==> src/rtl/mem_access_unit.sv <==
`timescale 1ns/1ps
// Data-memory access stage: request/grant/valid bus master with store lane alignment and load extension.
// Define MISALIGN_TRAP_EN to abort misaligned halfword/word accesses with ERR instead of issuing them.
module mem_access_unit #(
    parameter int TIMEOUT = 15
) (
    input  logic        CLK,
    input  logic        RSTn,
    input  logic        MemRead,
    input  logic        MemWrite,
    input  logic [3:0]  BE,
    input  logic [2:0]  funct3,
    input  logic [31:0] ADDR,
    input  logic [31:0] WDATA,
    output logic [31:0] RDATA,
    output logic        DONE,
    output logic        BUSY,
    output logic        ERR,
    output logic        D_REQ,
    output logic        D_WE,
    output logic [31:0] D_ADDR,
    output logic [3:0]  D_BE,
    output logic [31:0] D_WDATA,
    input  logic        D_GNT,
    input  logic        D_RVALID,
    input  logic [31:0] D_RDATA
);

    localparam int CW = (TIMEOUT < 2) ? 1 : $clog2(TIMEOUT + 1);
    localparam logic [CW-1:0] CNT_LAST = CW'(TIMEOUT - 1);

    typedef enum logic [2:0] {
        S_IDLE,
        S_REQ,
        S_WAIT,
        S_FIN,
        S_HOLD
    } state_t;

    state_t        state_q, state_d;
    logic [CW-1:0] cnt_q, cnt_d;
    logic          err_q, err_d;
    logic [31:0]   rdata_q, rdata_d;
    logic [31:0]   d_addr_q, d_wdata_q;
    logic [3:0]    d_be_q;
    logic [1:0]    off_q;
    logic [2:0]    f3_q;
    logic          we_q;
    logic          capture;

    logic          start;
    logic          misaligned;
    logic [3:0]    be_shift;
    logic [31:0]   wdata_shift;
    logic [31:0]   load_x;
    logic [31:0]   load_ext;

    assign start       = MemRead | MemWrite;
    assign be_shift    = BE << ADDR[1:0];
    assign wdata_shift = WDATA << {ADDR[1:0], 3'b000};

`ifdef MISALIGN_TRAP_EN
    assign misaligned = ((BE == 4'b0011) && ADDR[0]) ||
                        ((BE == 4'b1111) && (ADDR[1:0] != 2'b00));
`else
    assign misaligned = 1'b0;
`endif

    // Load data is brought down to byte 0 using the captured offset, then extended.
    assign load_x = D_RDATA >> {off_q, 3'b000};

    always_comb begin
        load_ext = D_RDATA;
        case (f3_q)
            3'b000:  load_ext = {{24{load_x[7]}}, load_x[7:0]};
            3'b100:  load_ext = {24'd0, load_x[7:0]};
            3'b001:  load_ext = {{16{load_x[15]}}, load_x[15:0]};
            3'b101:  load_ext = {16'd0, load_x[15:0]};
            3'b010:  load_ext = load_x;
            default: load_ext = D_RDATA;
        endcase
    end

    always_comb begin
        state_d = state_q;
        cnt_d   = cnt_q;
        err_d   = err_q;
        rdata_d = rdata_q;
        capture = 1'b0;
        case (state_q)
            S_IDLE: begin
                if (start) begin
                    capture = 1'b1;
                    cnt_d   = '0;
                    err_d   = 1'b0;
                    if (BE == 4'b0000) begin
                        state_d = S_FIN;
                    end else if (misaligned) begin
                        state_d = S_FIN;
                        err_d   = 1'b1;
                    end else begin
                        state_d = S_REQ;
                    end
                end
            end
            S_REQ: begin
                // A grant arriving on the last allowed cycle still wins over the timeout.
                if (D_GNT) begin
                    state_d = we_q ? S_FIN : S_WAIT;
                    cnt_d   = cnt_q + 1'b1;
                end else if (cnt_q >= CNT_LAST) begin
                    state_d = S_FIN;
                    err_d   = 1'b1;
                end else begin
                    cnt_d = cnt_q + 1'b1;
                end
            end
            S_WAIT: begin
                if (D_RVALID) begin
                    state_d = S_FIN;
                    rdata_d = load_ext;
                end else if (cnt_q >= CNT_LAST) begin
                    state_d = S_FIN;
                    err_d   = 1'b1;
                end else begin
                    cnt_d = cnt_q + 1'b1;
                end
            end
            S_FIN: begin
                state_d = S_HOLD;
            end
            S_HOLD: begin
                if (!start) begin
                    state_d = S_IDLE;
                end
            end
            default: begin
                state_d = S_IDLE;
            end
        endcase
    end

    always_ff @(posedge CLK) begin
        if (!RSTn) begin
            state_q   <= S_IDLE;
            cnt_q     <= '0;
            err_q     <= 1'b0;
            rdata_q   <= '0;
            d_addr_q  <= '0;
            d_be_q    <= '0;
            d_wdata_q <= '0;
            off_q     <= '0;
            f3_q      <= '0;
            we_q      <= 1'b0;
        end else begin
            state_q <= state_d;
            cnt_q   <= cnt_d;
            err_q   <= err_d;
            rdata_q <= rdata_d;
            if (capture) begin
                d_addr_q  <= {ADDR[31:2], 2'b00};
                d_be_q    <= be_shift;
                d_wdata_q <= wdata_shift;
                off_q     <= ADDR[1:0];
                f3_q      <= funct3;
                we_q      <= MemWrite;
            end
        end
    end

    assign RDATA   = rdata_q;
    assign DONE    = (state_q == S_FIN);
    assign ERR     = (state_q == S_FIN) && err_q;
    assign BUSY    = (state_q != S_IDLE);
    assign D_REQ   = (state_q == S_REQ);
    assign D_WE    = (state_q == S_REQ) && we_q;
    assign D_ADDR  = d_addr_q;
    assign D_BE    = d_be_q;
    assign D_WDATA = d_wdata_q;

endmodule

==> config.mk <==
export PLATFORM = sky130hd
export DESIGN_NAME = mem_access_unit
export DESIGN_NICKNAME = d
export VERILOG_FILES = /design/src/rtl/mem_access_unit.sv
export SDC_FILE = /design/constraint.sdc
export NUM_CORES = 1
export LEC_CHECK = 0
export ABC_AREA = 1
export CAP_MARGIN = 20
export CORE_MARGIN = 8
export CORE_UTILIZATION = 41
export DETAILED_ROUTE_END_ITERATION = 7
export GPL_ROUTABILITY_DRIVEN = 0
export PLACE_DENSITY_LB_ADDON = 0.3
export SLEW_MARGIN = 20
export SYNTH_ARGS = -nofsm -noshare
export SYNTH_HDL_FRONTEND = slang
export SYNTH_SLANG_ARGS = --single-unit
==> constraint.sdc <==
create_clock -name CLK -period 1.45 [get_ports CLK]
set_clock_uncertainty 0.15 [all_clocks]
set_input_delay 0.145 -clock CLK [delete_from_list [all_inputs] [get_ports CLK]]
set_output_delay 0.145 -clock CLK [all_outputs]
set_load 0.03 [all_outputs]
==> impl_metrics.json, run 1 <==
{
  "hold_path_class": "in -> reg",
  "row_count": 43,
  "drc": 0,
  "rsz0062_at_grt": "true",
  "antenna_left": 0,
  "cp_common_cell": "nor2_4",
  "crit_chain": "buf_6, nor2_4, nand2_4, nor2_4, buf_12, inv_16, nor2_4, buf_8, nand3_2, a21oi_2",
  "grt_max_degree": 36,
  "use_met2_pct": 41.4,
  "grtUsageTotal_pct": 24.7,
  "path_buf_inv": 4,
  "firstDrtPassIters": 5,
  "seq_area_um2": 2250,
  "cp-end-kind": "flop",
  "htreeDepth": 3,
  "use_met1_pct": 27.2,
  "path_clk_slew_ns": 0.08,
  "hold_buffers": 0,
  "clk_latency_ns": 0.36,
  "drive_gt1_share_pct": 30.7,
  "numCtsBuffers": 9,
  "grt_first_pass_wirelength_um": 36000,
  "die_area_um2": 18200,
  "hold_viol": 0,
  "first_iter_violations": 554,
  "cts_buffer_depth": 2,
  "cts_tree": "built",
  "dpl-instance-area_um2": 8640,
  "yosysWarningCount": 0,
  "crit_required_ns": 1.60,
  "vias": 7227,
  "cts_root_buf": "clkbuf_16",
  "initial_utilization_pct": 41.8,
  "final_cell_area_um2": 10500,
  "die_w_um": 135,
  "ioPinCount": 214,
  "setup_violations": 116,
  "cts.sinks": 112,
  "grt.busiest_layer": "met2",
  "detail_route.vias_per_cell": 5.28,
  "max_clock_freq_mhz": 568,
  "avgRoutedWirePerCell_um": 17.9,
  "final_common_cell": "nand2_1",
  "final_cell_mix": "216 x nand2_1, 109 x dfxtp_1, 107 x clkdlybuf4s50_1",
  "gr-usage-met3_pct": 8.51,
  "drt_wl_total_um": 24500,
  "status": "complete, but fails checks",
  "pwr_density_cell_nw_per_um2": 1140,
  "critical_path_class": "reg -> reg",
  "cap_violations": 0,
  "syn_to_final_growth_pct": 80.1,
  "cpPeakStageDelay_ns": 0.35,
  "vdd_drop_max_mv": 0.706,
  "synth_cell_types": 37,
  "syn_avg_cell_area_um2": 6.60,
  "io_buffers": 211,
  "multi_input_area_um2": 3610,
  "synth.cell_area_um2": 5800,
  "power_mw": 11.9,
  "crit_fanout": 8,
  "synth_cells": 879,
  "grt_pass1_vias": 7093,
  "fp.coreArea_um2": 13900,
  "die_h_um": 135,
  "relSlewSlack_pct": 63.8,
  "violations": "setup timing",
  "grt_overflow": 0,
  "final_nets": 1294,
  "finalMaxSlewViolations": 0,
  "antenna_found_initial": 1,
  "cp.arrival_ns": 1.91,
  "ys_seq_area_share_pct": 38.6,
  "crit_family": "simple AND/OR/NAND/NOR gates",
  "ys_seq_elements": 112,
  "min_period_ns": 1.76,
  "crit_slowest_cell": "dfxtp_4",
  "fill_cells": 1009,
  "start_kind": "flop",
  "hpwlAfterDp_um": 15100,
  "setup_ws_ns": -0.312,
  "min_period_over_period_pct": 122,
  "power_leakage_nw": 4.72,
  "tightest_slew_ns": 0.538
}
[metrics by stage]
| step | setup WS [ns] | setup TNS [ns] | util [%] | instances | hold WS (ns) |
|---|---|---|---|---|---|
| finish | -0.312 | -23.48 | 75.3 | 1369 | 0.115 |
| global route | -0.397 | -31.00 | 75.3 | 1369 | 0.128 |
| detailed placement | -0.345 | -21.44 | 62.2 | 1296 | 0.308 |
| CTS | -0.305 | -20.26 | 71.8 | 1361 | 0.100 |
| floorplan | -0.0159 | -0.133 | - | 880 | 0.130 |
| global placement | -0.421 | -18.60 | 62.2 | 1296 | 0.300 |
[routing by layer]
metal / share of wire (%) / wire, µm
met2: 50 / 12100
met3: 9.5 / 2330
met5: 0 / 0
met4: 3.9 / 954
met1: 37 / 9090
[synthesized netlist by cell type]
master / number / area [µm²]
a31oi_1: 2 / 12.5
or2_0: 3 / 18.8
dfxtp_1: 112 / 2240
nor3_2: 2 / 20.0
nor2_4: 4 / 45.0
nand4_1: 16 / 100
o211ai_1: 9 / 67.6
nand4_2: 1 / 12.5
a21oi_1: 63 / 315
nand3_1: 55 / 275
ha_1: 2 / 25.0
a211oi_1: 1 / 7.51
inv_1: 65 / 244
xor2_1: 1 / 8.76
a22oi_1: 1 / 7.51
nor2_1: 99 / 372
inv_2: 2 / 7.51
o21a_1: 16 / 120
nor3_1: 2 / 10.0
buf_2: 30 / 150
o21ai_1: 14 / 70.1
buf_4: 9 / 67.6
clkbuf_2: 1 / 5.00
conb_1: 1 / 3.75
nand3b_1: 1 / 7.51
buf_1: 1 / 3.75
nor4_1: 1 / 6.26
o21ai_0: 96 / 480
clkbuf_1: 18 / 67.6
xnor2_1: 1 / 8.76
buf_6: 4 / 45.0
nand2_1: 228 / 856
nand3_2: 1 / 10.0
inv_4: 2 / 12.5
nand2_4: 1 / 11.3
or2_2: 13 / 81.3
nor2_2: 1 / 6.26
[repair_timing]
item | 4_1_cts | 5_1_grt
hold endpoints to repair | 0 | 0
gates resized for setup | 281 | 224
cloned | 18 | 4
setup endpoints to repair | 205 | 148
pin swaps | 48 | 85
setup buffers | 31 | 10
[final timing paths]
path | startpoint | end | slack [ns] | cells past startpoint
max | state_q[0]$_SDFFE_PN0P_ | D_WDATA[7]$_SDFFE_PN0P_ | -0.31 | 10
min | RSTn | D_ADDR[21]$_SDFFE_PN0P_ | 0.12 | 4
max reg2reg | state_q[0]$_SDFFE_PN0P_ | D_WDATA[7]$_SDFFE_PN0P_ | -0.31 | 10
min reg2reg | D_WDATA[11]$_SDFFE_PN0P_ | D_WDATA[11]$_SDFFE_PN0P_ | 0.33 | 2
[worst register-to-register path: stages (launching register included)]
cell,delay [ns]
dfxtp_4,0.35
buf_6,0.11
nor2_4,0.11
nand2_4,0.08
nor2_4,0.15
buf_12,0.17
inv_16,0.06
nor2_4,0.11
buf_8,0.16
nand3_2,0.08
a21oi_2,0.16
[cell type report]
type                    count  area share, %
diodes                      1         0.0239
clock buffers              10           2.29
clock inverters             6          0.778
inverters                  69           2.75
multi-input cells         636           34.6
flip-flops and latches    112           21.5
well taps                 180           2.15
repair buffers            354           35.8
repair inverters            1         0.0718
[state kept, by name, summed over array words and instances (netlist names)]
register / count
D_WDATA: 32
f3_q: 3
we_q: 1
err_q: 1
D_ADDR: 30
off_q: 2
state_q: 3
D_BE: 4
RDATA: 32
cnt_q: 4
[power breakdown]
group | leakage [nW] | internal (mW) | switching, mW | total [mW]
registers | 0.922 | 3.44 | 0.261 | 3.70
clock network | 0.157 | 1.43 | 1.31 | 2.75
logic | 3.64 | 2.49 | 2.97 | 5.45
total | 4.72 | 7.35 | 4.54 | 11.9
[logic make-up (layout without fill, tap and decap cells)]
family	Yosys count	after routing	synth area share, %
flops	112	112	38.6
xor+xnor	2	2	0.302
other cells	1	3	0.0646
fa+ha+maj	2	2	0.431
compound gates	202	202	18.6
buf+inv	132	440	10.4
simple gates	428	428	31.6
Note: power is estimated with default switching activity, not from simulation.
==> inputs of run 2 (changes only) <==
--- a/config.mk
+++ b/config.mk
@@ -7,7 +7,7 @@
 export LEC_CHECK = 0
 export ABC_AREA = 1
 export CAP_MARGIN = 20
-export CORE_MARGIN = 8
+export CORE_MARGIN = 2
 export CORE_UTILIZATION = 41
 export DETAILED_ROUTE_END_ITERATION = 7
 export GPL_ROUTABILITY_DRIVEN = 0
==> impl_metrics.json, run 2 (synthesized netlist as in run 1, its figures left out) <==
{
  "firstDrtPassIters": 7,
  "setup_violations": 115,
  "cpPeakStageDelay_ns": 0.36,
  "clk_latency_ns": 0.37,
  "cts_root_buf": "clkbuf_16",
  "pwr_density_cell_nw_per_um2": 1100,
  "crit_family": "buffers and inverters",
  "vdd_drop_max_mv": 0.910,
  "vias": 7053,
  "grtUsageTotal_pct": 26.3,
  "initial_utilization_pct": 41.8,
  "setup_ws_ns": -0.259,
  "hold_path_class": "in -> reg",
  "ff2ff_setup_slack_ns": -0.24,
  "die_area_um2": 15100,
  "path_clk_slew_ns": 0.09,
  "die_w_um": 123,
  "fp.coreArea_um2": 13900,
  "top_layer": "met4",
  "cts.sinks": 112,
  "crit_chain": "buf_6, inv_6, buf_6, nor3_4, inv_2, nor2_4, buf_6",
  "finalMaxSlewViolations": 0,
  "cap_violations": 0,
  "first_iter_violations": 496,
  "final_common_cell": "nand2_1",
  "hold_viol": 0,
  "grt_overflow": 0,
  "hpwlAfterDp_um": 13700,
  "met1Wirelength_um": 8310,
  "htreeDepth": 3,
  "violations": "setup timing",
  "critical_path_class": "reg -> out",
  "cp.arrival_ns": 1.41,
  "crit_slowest_cell": "dfxtp_4",
  "path_buf_inv": 5,
  "avgRoutedWirePerCell_um": 15.5,
  "final_nets": 1274,
  "final_cell_mix": "215 x nand2_1, 108 x dfxtp_1, 107 x clkdlybuf4s50_1",
  "grt_pass1_vias": 6505,
  "fill_cells": 1116,
  "antenna_found_initial": 0,
  "drt_wl_total_um": 20800,
  "status": "complete, but fails checks",
  "tightest_slew_ns": 0.752,
  "cts_tree": "built",
  "detail_route.vias_per_cell": 5.23,
  "start_kind": "flop",
  "antenna_cells": 0,
  "setup_tns_ns": -15.10,
  "antenna_left": 0,
  "grt_first_pass_wirelength_um": 31200,
  "grt_max_degree": 38,
  "rsz0062_at_grt": "true",
  "crit_fanout": 3,
  "row_count": 43,
  "min_period_over_period_pct": 118,
  "crit_required_ns": 1.15,
  "cp-end-kind": "primary output",
  "relSlewSlack_pct": 49.8,
  "cp_common_cell": "buf_6",
  "route.met3.wl_um": 1710,
  "syn_to_final_growth_pct": 68.7,
  "met2_length_um": 10100,
  "max_clock_freq_mhz": 585,
  "drc": 0,
  "numCtsBuffers": 9,
  "io_buffers": 211,
  "min_period_ns": 1.71,
  "die_h_um": 123,
  "fin_hold_ws_ns": 0.198,
  "cts_buffer_depth": 2,
  "power_leakage_nw": 4.53,
  "power_mw": 10.8,
  "ioPinCount": 214,
  "drive_gt1_share_pct": 23.9
}
[run 2: changes by cell type in the layout (fill, tap and decap cells not counted), sizes merged]
| cell | previous run | this run |
|---|---|---|
| dlygate4sd2 | 31 | 54 |
| diode | 1 | 0 |
| clkinv | 2 | 3 |
| clkdlybuf4s15 | 41 | 30 |
| buf | 149 | 125 |
| dlygate4sd3 | 0 | 1 |
| inv | 72 | 73 |
| bufinv | 1 | 0 |
| clkbuf | 36 | 26 |
[run 2: final timing paths]
check,start,to,cells after the start
max,state_q[0]$_SDFFE_PN0P_,ERR,7
max reg2reg,state_q[0]$_SDFFE_PN0P_,D_WDATA[28]$_SDFFE_PN0P_,9
min reg2reg,D_WDATA[7]$_SDFFE_PN0P_,D_WDATA[7]$_SDFFE_PN0P_,2
min,ADDR[6],D_ADDR[6]$_SDFFE_PN0P_,3
[run 2: report_power, final]
group          switching, mW  internal (mW)
clock                   1.36           1.22
combinational           2.61           1.97
sequential             0.210           3.43
[run 2: metal layers]
metal / GRT usage, % / vias to the layer above
li1: - / 3421
met1: 31.4 / 3269
met2: 44.3 / 305
met3: 6.46 / 58
met4: 12.4 / 0
met5: 0 / -
[run 2: layout make-up]
cell class	instances	area [µm²]	area share (%)
tap	180	225	2.30
timing repair inverter	1	7.51	0.0767
timing repair buffer	334	3330	34.0
inverter	69	272	2.77
clock buffer	9	225	2.30
sequential	112	2250	23.0
clock inverter	7	71.3	0.728
multi-input combinational	636	3410	34.8
[run 2: per-stage QoR]
stage / worst slack [ns] / cells / util [%] / cell area, µm²
2_1_floorplan: -0.0159 / 880 / - / 5860
3_3_place_gp: -0.278 / 1294 / 62.0 / 8600
6_report: -0.259 / 1348 / 70.6 / 9790
4_1_cts: -0.240 / 1340 / 67.4 / 9360
5_1_grt: -0.325 / 1348 / 70.6 / 9790
3_5_place_dp: -0.303 / 1294 / 62.0 / 8600
[run 2: what timing repair did]
item                                    4_1_cts  5_1_grt
cloned                                        7        4
hold endpoints to repair                      2        0
gates resized for setup                     191      159
hold buffers                                  1        0
pin swaps                                    18       52
endpoints found under the setup margin      205      143
setup buffers                                23        8
[run 2: worst register-to-register path: stages (launching register included)]
cell and delay, ns:
dfxtp_4 0.35, buf_6 0.11, nor2_4 0.13, nand2_4 0.07, nor2_4 0.15, buf_6 0.17
buf_12 0.13, clkbuf_16 0.16, o21ai_1 0.06, a21oi_1 0.14
